`src/rtl/message_bram_packer.sv`:
```
// Packs 1..PORT_WIDTH byte probe messages back to back into PORT_WIDTH-byte BRAM words.
// Optional trailing-word flush on en_in falling edge: define MESSAGE_BRAM_FLUSH_EN.
module message_bram_packer #(
   parameter int PORT_WIDTH = 7,
   parameter int BRAM_DEPTH = 1024,
   localparam int AW = $clog2(BRAM_DEPTH)
) (
   input  logic                    clk_in,
   input  logic                    rst_in,
   input  logic                    en_in,
   input  logic                    valid_in,
   input  logic [3:0]              length_in,
   input  logic [PORT_WIDTH*8-1:0] data_in,
   output logic [PORT_WIDTH*8-1:0] bram_din,
   output logic                    bram_we,
   output logic [AW-1:0]           bram_addr
);

   localparam int DW = PORT_WIDTH * 8;

   logic [DW-1:0] buf_q, buf_d;
   logic [DW-1:0] din_q, din_d;
   logic [DW-1:0] merged, overflow;
   logic [3:0]    fill_q, fill_d;
   logic [AW-1:0] cur_addr_q, cur_addr_d;
   logic [AW-1:0] waddr_q, waddr_d;
   logic [AW-1:0] addr_inc;
   logic          we_q, we_d;
   logic          accept;
   int            fill_int;
   int            len_int;

`ifdef MESSAGE_BRAM_FLUSH_EN
   logic en_prev_q;
   logic flush;

   always_ff @(posedge clk_in or posedge rst_in) begin
      if (rst_in) en_prev_q <= 1'b0;
      else        en_prev_q <= en_in;
   end

   assign flush = en_prev_q && !en_in && (fill_q != 4'd0);
`endif

   assign accept   = valid_in && en_in && (length_in != 4'd0);
   assign addr_inc = (cur_addr_q == AW'(BRAM_DEPTH - 1)) ? '0 : cur_addr_q + 1'b1;

   // Bytes past the fill pointer are held at zero, so the merge only has to insert new bytes.
   always_comb begin
      fill_int = int'(fill_q);
      len_int  = (int'(length_in) > PORT_WIDTH) ? PORT_WIDTH : int'(length_in);
      merged   = buf_q;
      overflow = '0;
      for (int k = 0; k < PORT_WIDTH; k++) begin
         if (k >= fill_int && k < fill_int + len_int) begin
            merged[8*k +: 8] = data_in[8*(k - fill_int) +: 8];
         end
         if (k < fill_int + len_int - PORT_WIDTH) begin
            overflow[8*k +: 8] = data_in[8*(k + PORT_WIDTH - fill_int) +: 8];
         end
      end
   end

   always_comb begin
      buf_d      = buf_q;
      fill_d     = fill_q;
      cur_addr_d = cur_addr_q;
      waddr_d    = waddr_q;
      din_d      = din_q;
      we_d       = 1'b0;
      if (accept) begin
         we_d    = 1'b1;
         din_d   = merged;
         waddr_d = cur_addr_q;
         if (fill_int + len_int >= PORT_WIDTH) begin
            cur_addr_d = addr_inc;
            buf_d      = overflow;
            fill_d     = 4'(fill_int + len_int - PORT_WIDTH);
         end else begin
            buf_d  = merged;
            fill_d = 4'(fill_int + len_int);
         end
      end
`ifdef MESSAGE_BRAM_FLUSH_EN
      else if (flush) begin
         we_d    = 1'b1;
         din_d   = buf_q;
         waddr_d = cur_addr_q;
      end
`endif
   end

   always_ff @(posedge clk_in or posedge rst_in) begin
      if (rst_in) begin
         buf_q      <= '0;
         fill_q     <= '0;
         cur_addr_q <= '0;
         waddr_q    <= '0;
         din_q      <= '0;
         we_q       <= 1'b0;
      end else begin
         buf_q      <= buf_d;
         fill_q     <= fill_d;
         cur_addr_q <= cur_addr_d;
         waddr_q    <= waddr_d;
         din_q      <= din_d;
         we_q       <= we_d;
      end
   end

   assign bram_din  = din_q;
   assign bram_we   = we_q;
   assign bram_addr = we_q ? waddr_q : cur_addr_q;

endmodule

```
`config.mk`:
```
export PLATFORM = sky130hd
export DESIGN_NAME = message_bram_packer
export DESIGN_NICKNAME = d
export VERILOG_FILES = /design/src/rtl/message_bram_packer.sv
export SDC_FILE = /design/constraint.sdc
export NUM_CORES = 1
export LEC_CHECK = 0
export CELL_PAD_IN_SITES_DETAIL_PLACEMENT = 1
export CELL_PAD_IN_SITES_GLOBAL_PLACEMENT = 1
export CORE_MARGIN = 2
export CORE_UTILIZATION = 44
export DETAILED_ROUTE_END_ITERATION = 16
export GPL_ROUTABILITY_DRIVEN = 1
export PLACE_DENSITY_LB_ADDON = 0.08
export SYNTH_ARGS = -nofsm -noshare
export SYNTH_HDL_FRONTEND = slang
export SYNTH_SLANG_ARGS = --single-unit
```
`constraint.sdc`:
```
create_clock -name clk_in -period 6.8 [get_ports clk_in]
set_input_delay 1.7 -clock clk_in [delete_from_list [all_inputs] [get_ports clk_in]]
set_output_delay 1.7 -clock clk_in [all_outputs]
set_load 0.03 [all_outputs]
```
### Word-level counts from Yosys, hierarchy flattened

Index checks and enable logic that the tools add are counted.

* word-level logic and storage cells: 92
* input port bits: 64
* bits in registers: 137
* output and inout bits: 67

* mux-type cells: 20
* reduce and logical (&&, ||, !) cells: 11
* $add $sub $neg: 17
* order comparisons: 23
* shift-type cells: 14
* equality and inequality tests: 1

Operators with widths (number)
* variable part select 56 x 8 -> 8 bit: 14
* less-than comparator 4 x 32 -> 1 bit, first input constant: 6
* less-than comparator 3 x 32 -> 1 bit, first input constant: 4
* 2-to-1 mux 8 bit: 14
* less-than comparator 1 x 32 -> 1 bit, first input constant: 2
* less-than comparator 2 x 32 -> 1 bit, first input constant: 2
* 2-to-1 mux 56 bit: 1
* greater-or-equal comparator 32 x 4 -> 1 bit, second input constant: 1
* subtractor 32 x 4 -> 32 bit, second input constant: 1
* subtractor 4 x 4 -> 5 bit, first input constant: 6
* 2-to-1 mux 10 bit: 2
* subtractor 3 x 4 -> 5 bit, first input constant: 4
* greater-or-equal comparator 3 x 4 -> 1 bit, first input constant: 3
* adder 10 x 1 -> 10 bit, second input constant: 1
* equality test 10 bit, second input constant: 1
* subtractor 1 x 4 -> 5 bit, first input constant: 2
* subtractor 2 x 4 -> 5 bit, first input constant: 2
* logical AND 1 bit: 9
* greater-or-equal comparator 1 x 4 -> 1 bit, first input constant: 2
* greater-or-equal comparator 2 x 4 -> 1 bit, first input constant: 2
* 2-to-1 mux 4 bit: 2
* adder 4 x 4 -> 5 bit: 1
* greater-than comparator 4 x 3 -> 1 bit, second input constant: 1
* nonzero test 4 bit: 1
* other kinds (2): 2

### Longest topological paths before layout

Gate-level depths: netlist of the first run.

* depth after elaboration: 7
* depth in mapped cells: 14
* depth with buffers taken out: 13

### Worst setup path before layout of the first run

OpenSTA, ideal clock, no wires.

* path type: input -> register
* start: input length_in[3]
* end: register buf_q[32]
* arrival: 4.706 ns
* slack: 2.003 ns
* cell stages on the path: 14
* path buffers: 1
* cell sequence: or2_2 > ha_1 > inv_1 > fa_1 > inv_1 > ha_1 > and2_1 > nor2_1 > ha_1 > nand2b_1 > a211oi_1 > or4b_1 > buf_2 > o221ai_1

* longest elaborated chain between the ends: 7

Ends and longest elaborated chain
* start, declared: line 12 `input logic [3:0] length_in,`
* greater-than comparator 4 x 3 -> 1 bit: line 51 `len_int = (int'(length_in) > PORT_WIDTH) ? PORT_WIDTH : int'(length_in);`
* 2-to-1 mux 4 bit: line 51
* adder 4 x 4 -> 5 bit
* subtractor 32 x 4 -> 32 bit or less-than comparator 4 x 32 -> 1 bit (tied branches)
* less-than comparator 4 x 32 -> 1 bit or logical AND 1 bit (tied branches): line 58, 55
* 2-to-1 mux 8 bit, on equally long branches: line 58, 55
* 2-to-1 mux 56 bit: line 75 `if (fill_int + len_int >= PORT_WIDTH) begin`
* end signal, assigned: line 102 `buf_q <= buf_d;`
* end, declared: line 21 `logic [DW-1:0] buf_q, buf_d;`

Several ways; a longest one is shown, not always the timed one.
A chain may end at the register's enable or synchronous reset.

### Worst setup path after layout of the first run

* start: input length_in[0]
* end: register buf_q[10]

* longest elaborated chain between the ends: 7

Ends and longest elaborated chain (line)
* greater-than comparator 4 x 3 -> 1 bit: 51
* 2-to-1 mux 4 bit: 51
* adder 4 x 4 -> 5 bit
* subtractor 32 x 4 -> 32 bit or less-than comparator 2 x 32 -> 1 bit (tied branches)
* less-than comparator 2 x 32 -> 1 bit or logical AND 1 bit (tied branches): 58, 55
* 2-to-1 mux 8 bit, on equally long branches: 58, 55
* 2-to-1 mux 56 bit: 75

Several ways; a longest one is shown, not always the timed one.

==> results.json, run 1 <==
{
  "status": "finished, final reports clean",
  "cap_violations": 0,
  "slew_viol_final": 0,
  "pwr_density_cell_mw_per_mm2": 568,
  "crit_path_frequent_cell": "ha_1",
  "path_cells": "clkdlybuf4s50_1, or2_2, ha_1, inv_1, fa_1, inv_1, ha_1, and2_1, nor2_1, ha_1, nand2b_1, o21bai_1, o2111ai_1, o221ai_1",
  "initial_core_util_pct": 44.6,
  "finalSetupViolations": 0,
  "crit_type": "input port to flop",
  "dp_slack_ns": 0.860,
  "htree_levels": 4,
  "die_y_um": 155,
  "sw_frac_of_total_pct": 51.9,
  "synth_largest_area_cell": "dfrtp_1",
  "grt_overflow": 0,
  "p_leak_nw": 4.97,
  "peakVddDrop_mv": 0.247,
  "slew_headroom_pct": 26.8,
  "synth_seq_cells": 137,
  "vias_per_cell": 6.38,
  "crit_path_max_fanout": 8,
  "drive_above_1_share_pct": 14.4,
  "synth_cells": 1055,
  "regArea_mm2": 0.00343,
  "hold_buffers": 0,
  "cts_setup_buffers": 0,
  "grt_pass1_vias": 9257,
  "fill_cells": 2528,
  "clockPowerShare_pct": 13.2,
  "slowest_delay_ns": 0.73,
  "dp.cells": 1411,
  "cts-root-buf": "clkbuf_16",
  "yosysMostFrequentCell": "nand2_1",
  "hpwl_um": 26200,
  "first_pass_iters": 5,
  "final.setup.worst_slack_ns": 1.31,
  "dr_total_vias": 9202,
  "required_ns": 7.07,
  "synth_nets": 1145,
  "diodes": 0,
  "wire_per_inst_um": 24.9,
  "clk_path_buf_depth": 2,
  "synth_flop_cell": "dfrtp_1",
  "areaGrowthSynthToFinish_pct": 20.4,
  "ys_types": 80,
  "clk_pin_slew_ns": 0.06,
  "fp-row-count": 55,
  "crit_arrival_ns": 5.77,
  "ys_warn_count": 0,
  "cts_num_sinks": 137,
  "ys_async_sr_fraction_pct": 100,
  "fin_hold_ws_ns": 0.476,
  "grt_pass1_wl_um": 55700,
  "hold_violations": 0,
  "netlist_top_cells_count": "nand2_1 (156), dfrtp_1 (137), nor2_1 (82)",
  "cts-resized-gates": 0,
  "grt_use_total_pct": 30.2,
  "total_power_mw": 6.87,
  "ios": 131,
  "die_x_um": 155,
  "synthTopCellsByArea": "dfrtp_1 (34%), mux4_2 (10%), nand2_1 (5.8%)",
  "grt_max_degree": 120,
  "fmax_ghz": 0.182,
  "netSwitchingPower_mw": 3.57,
  "synth_edf_count": 0,
  "fin_setup_tns_ns": 0,
  "insertion_delay_ns": 0.44,
  "netlist_area_mm2": 0.0100,
  "end_kind": "flop",
  "intPower_mw": 3.31,
  "period_share_pct": 80.8,
  "min_period_ns": 5.49,
  "die_area_mm2": 0.0240,
  "tightest_slew_ns": 1.09,
  "seq_power_share_pct": 19.2,
  "pwr-share-comb_pct": 67.6,
  "final_cells": 1443,
  "numCtsBuffers": 17,
  "multi_input_area_mm2": 0.00619,
  "drt-total-wl_um": 35900,
  "fin_nets": 1235,
  "slowest_stage": "o2111ai_1",
  "cts_tree": "done",
  "grt_setup_unrepaired": "no",
  "remaining_drc_errors": 0,
  "startpoint_type": "input port",
  "ant_nets": 0,
  "io_buffer_count": 130,
  "gp_congestion": 0.988,
  "drt_iter0_drc": 702,
  "yosysTopAreaCellShare_pct": 34.2,
  "hold_class": "flop to flop",
  "finClkSkew_ns": 0.0148,
  "syn_avg_cell_area_um2": 9.51,
  "grt_antenna_before_repair": 1,
  "coreArea_mm2": 0.0225,
  "yosysSeqAreaShare_pct": 34.2
}
[state kept, by name (all words and copies together) (netlist names)]
| name | count |
|---|---|
| bram_din | 56 |
| bram_we | 1 |
| buf_q | 56 |
| cur_addr_q | 10 |
| fill_q | 4 |
| waddr_q | 10 |
[stage by stage]
step,util (%),instance area (um2)
CTS,53.7,12100
detailed placement,51.2,11500
global placement,51.2,11500
global route,53.7,12100
floorplan,-,10000
finish,53.7,12100
[worst max-delay path: cells and delay by family]
family	cells	cell delay, ns
buffers and inverters	3	0.69
and+or+nand+nor	4	0.79
AOI/OAI and AO/OA	3	1.23
adders and majority gates	4	1.35
[power by group through the flow]
| stage | Combinational (mW) | Sequential [mW] | Clock, mW |
|---|---|---|---|
| 2_1_floorplan | 2.82 | 1.53 | 0 |
| 3_3_place_gp | 4.45 | 1.31 | 0 |
| 3_5_place_dp | 4.54 | 1.33 | 0 |
| 4_1_cts | 4.56 | 1.32 | 0.918 |
| 5_1_grt | 4.93 | 1.36 | 0.954 |
| 6_report | 4.64 | 1.32 | 0.907 |
[cell usage in the layout, fill, tap and decap left out, types with 22 or more instances in the layout]
cell | netlist | layout
a21oi_1 | 41 | 41
a221o_1 | 30 | 30
clkdlybuf4s50_1 | 0 | 130
dfrtp_1 | 137 | 135
ha_1 | 25 | 25
inv_1 | 37 | 35
mux2_2 | 46 | 46
mux2i_1 | 39 | 39
mux4_2 | 46 | 46
nand2_1 | 156 | 156
nor2_1 | 82 | 82
o21ai_0 | 66 | 66
o221ai_1 | 22 | 22
[logic make-up (layout without fill, tap and decap cells)]
| kind of cell | count (synthesis) | count (layout) | synth area share (%) |
|---|---|---|---|
| AO/OA/AOI/OAI | 303 | 303 | 21.9 |
| buffers and inverters | 109 | 212 | 4.65 |
| AND/OR/NAND/NOR | 335 | 335 | 15.4 |
| flip-flops | 137 | 137 | 34.2 |
| multiplexers | 131 | 131 | 19.4 |
| adder cells (fa/ha/maj) | 26 | 26 | 3.32 |
| XOR/XNOR | 13 | 13 | 1.21 |
| other | 1 | 1 | 0.0374 |
[final cells by class]
| cell class | instances | area share [%] |
|---|---|---|
| Clock buffer | 18 | 3.63 |
| Clock inverter | 14 | 1.06 |
| Inverter | 39 | 1.25 |
| Multi-Input combinational cell | 809 | 51.2 |
| Sequential cell | 137 | 28.4 |
| Tap cell | 285 | 2.95 |
| Timing Repair Buffer | 141 | 11.6 |
[metal layers]
metal,global-route usage [%],routed length [um],vias to the layer above
met5,0,0,-
li1,-,-,4131
met2,45.7,16200,343
met3,5.77,2320,52
met4,11.3,1220,0
met1,43.2,16200,4676
[path summary, 6_finish.rpt]
check	from	to	slack, ns	cells past startpoint
max in group asynchronous	rst_in	buf_q[22]	3.82	3
hold / removal	bram_din[8]	bram_din[8]	0.48	2
setup / recovery	length_in[0]	buf_q[10]	1.31	14
min in group asynchronous	rst_in	bram_din[51]	1.82	2
hold reg to reg	bram_din[8]	bram_din[8]	0.48	2
setup reg to reg	fill_q[0]	buf_q[41]	2.83	9
Note: power is estimated with default switching activity, not from simulation.
==> run 2, diff against run 1 <==
Settings changed: CORE_UTILIZATION 44 to 39.
Clock period 6.8 ns to 5 ns, I/O delays scaled along.
==> run 2 against run 1 <==
Effect of this change: utilization is 4.4 points lower; wire length down 1.2%; final cell count rose by 5.3%; first-iteration DRC count decreased by 5.3%; critical path depth unchanged; sequential power increased by 36%; global-route usage fell by 3.1 points; via count shrank 1.1%; critical path type unchanged; largest cell class unchanged.
==> results.json, run 2 (synthesis gave the netlist of run 1 again) <==
{
  "wire_per_inst_um": 23.4,
  "cts-root-buf": "clkbuf_16",
  "peakVddDrop_mv": 0.387,
  "cts_num_sinks": 137,
  "r2r_end": "buf_q[42]",
  "crit_arrival_ns": 4.73,
  "fin_nets": 1265,
  "coreArea_mm2": 0.0253,
  "slew_viol_final": 0,
  "clk_path_buf_depth": 2,
  "final.setup.worst_slack_ns": 0.603,
  "grt_pass1_wl_um": 55700,
  "final_cell_mix": "nand2_1 (156), dfrtp_1 (135), clkdlybuf4s50_1 (130)",
  "vias_per_cell": 5.99,
  "cts_tree": "done",
  "fmax_ghz": 0.227,
  "top_layer": "met4",
  "fp-row-count": 58,
  "die_x_um": 164,
  "gp_congestion": 0.890,
  "dp.cells": 1486,
  "hpwl_um": 26700,
  "hold_end": "waddr_q[3]",
  "min_path_cells": 2,
  "crit_type": "input port to flop",
  "grt_setup_unrepaired": "no",
  "grt_antenna_before_repair": 0,
  "hold_buffers": 0,
  "worstHoldStart": "waddr_q[3]",
  "grt_pass1_vias": 9143,
  "drive_above_1_share_pct": 16.6,
  "r2r_slack_ns": 1.18,
  "period_share_pct": 87.9,
  "required_ns": 5.34,
  "wl_met1_um": 17200,
  "fin_setup_tns_ns": 0,
  "initial_core_util_pct": 39.7,
  "ios": 131,
  "finalSetupViolations": 0,
  "crit_path_max_fanout": 8,
  "p_leak_nw": 5.16,
  "wl_met3_um": 1590,
  "cts-resized-gates": 0,
  "grt_overflow": 0,
  "crit_path_start": "length_in[0]",
  "pwr_density_cell_mw_per_mm2": 766,
  "finClkSkew_ns": 0.0116,
  "dr_total_vias": 9105,
  "r2r_cells": 8,
  "die_y_um": 164,
  "final_common_cell": "nand2_1",
  "final_cells": 1519,
  "numCtsBuffers": 17,
  "drt-total-wl_um": 35500,
  "remaining_drc_errors": 0,
  "first_pass_iters": 5,
  "cts_setup_buffers": 0,
  "hold_violations": 0,
  "die_area_mm2": 0.0270,
  "wl_met2_um": 16200,
  "status": "finished, final reports clean",
  "hold_class": "flop to flop",
  "timing.rr.start": "fill_q[1]",
  "drt_iter0_drc": 665,
  "io_buffer_count": 130,
  "min_period_ns": 4.40,
  "end_kind": "flop",
  "insertion_delay_ns": 0.44,
  "ant_nets": 0,
  "slew_headroom_pct": 21.4,
  "cap_violations": 0,
  "startpoint_type": "input port",
  "areaGrowthSynthToFinish_pct": 24.1,
  "grt_max_degree": 120,
  "clk_pin_slew_ns": 0.07,
  "grt_use_total_pct": 27.2,
  "dp_slack_ns": 0.205,
  "tightest_slew_ns": 1.18,
  "htree_levels": 4
}
run 2: worst max-delay path by stage:
| stage | endpoint | slack (ns) | cells after the start |
|---|---|---|---|
| after floorplan | bram_din[0] | 0.08 | 1 |
| after global placement | buf_q[35] | 0.28 | 14 |
| after detailed placement | buf_q[33] | 0.20 | 14 |
| after CTS | buf_q[33] | 0.62 | 14 |
| after global routing | buf_q[10] | 0.40 | 16 |
| final | buf_q[33] | 0.60 | 14 |
run 2: layer usage:
| layer | track usage (%) | up-vias |
|---|---|---|
| met5 | 0 | - |
| met4 | 5.97 | 0 |
| met3 | 3.09 | 20 |
| met2 | 42.0 | 247 |
| met1 | 41.0 | 4637 |
| li1 | - | 4201 |
run 2: layout make-up:
cell class                      instances  area (um2)
Clock inverter                         15         211
Timing Repair Buffer                  171        1630
Tap cell                              330         413
Fill cell                            2851       12800
Clock buffer                           17         425
Multi-Input combinational cell        809        6190
Inverter                               39         151
Sequential cell                       137        3430
Antenna cell                            1        2.50
run 2: power breakdown:
part	switching (mW)	total (mW)	leakage [nW]	internal, mW
Combinational	3.90	6.35	3.06	2.45
Sequential	0.282	1.79	1.79	1.51
Clock	0.544	1.39	0.310	0.846
Total	4.73	9.53	5.16	4.81
run 2: critical path: stages:
cell and delay, ns:
clkdlybuf4s50_1 0.45, or2_2 0.35, ha_1 0.25, inv_1 0.08, fa_1 0.42, inv_1 0.16
ha_1 0.18, and2_1 0.14, nor2_1 0.05, ha_1 0.27, nand2b_1 0.10, a211oi_1 0.05
or4b_1 0.72, o221ai_1 0.27
run 2: stage by stage:
stage / hold WS [ns] / cell area (um2) / total power, mW / util, %
after global placement: 0.452 / 11800 / 8.02 / 46.8
after detailed placement: 0.460 / 11800 / 8.11 / 46.8
final: 0.472 / 12500 / 9.53 / 49.3
after global routing: 0.504 / 12500 / 10.1 / 49.3
after floorplan: 0.440 / 10000 / 5.92 / -
after CTS: 0.476 / 12500 / 9.53 / 49.3
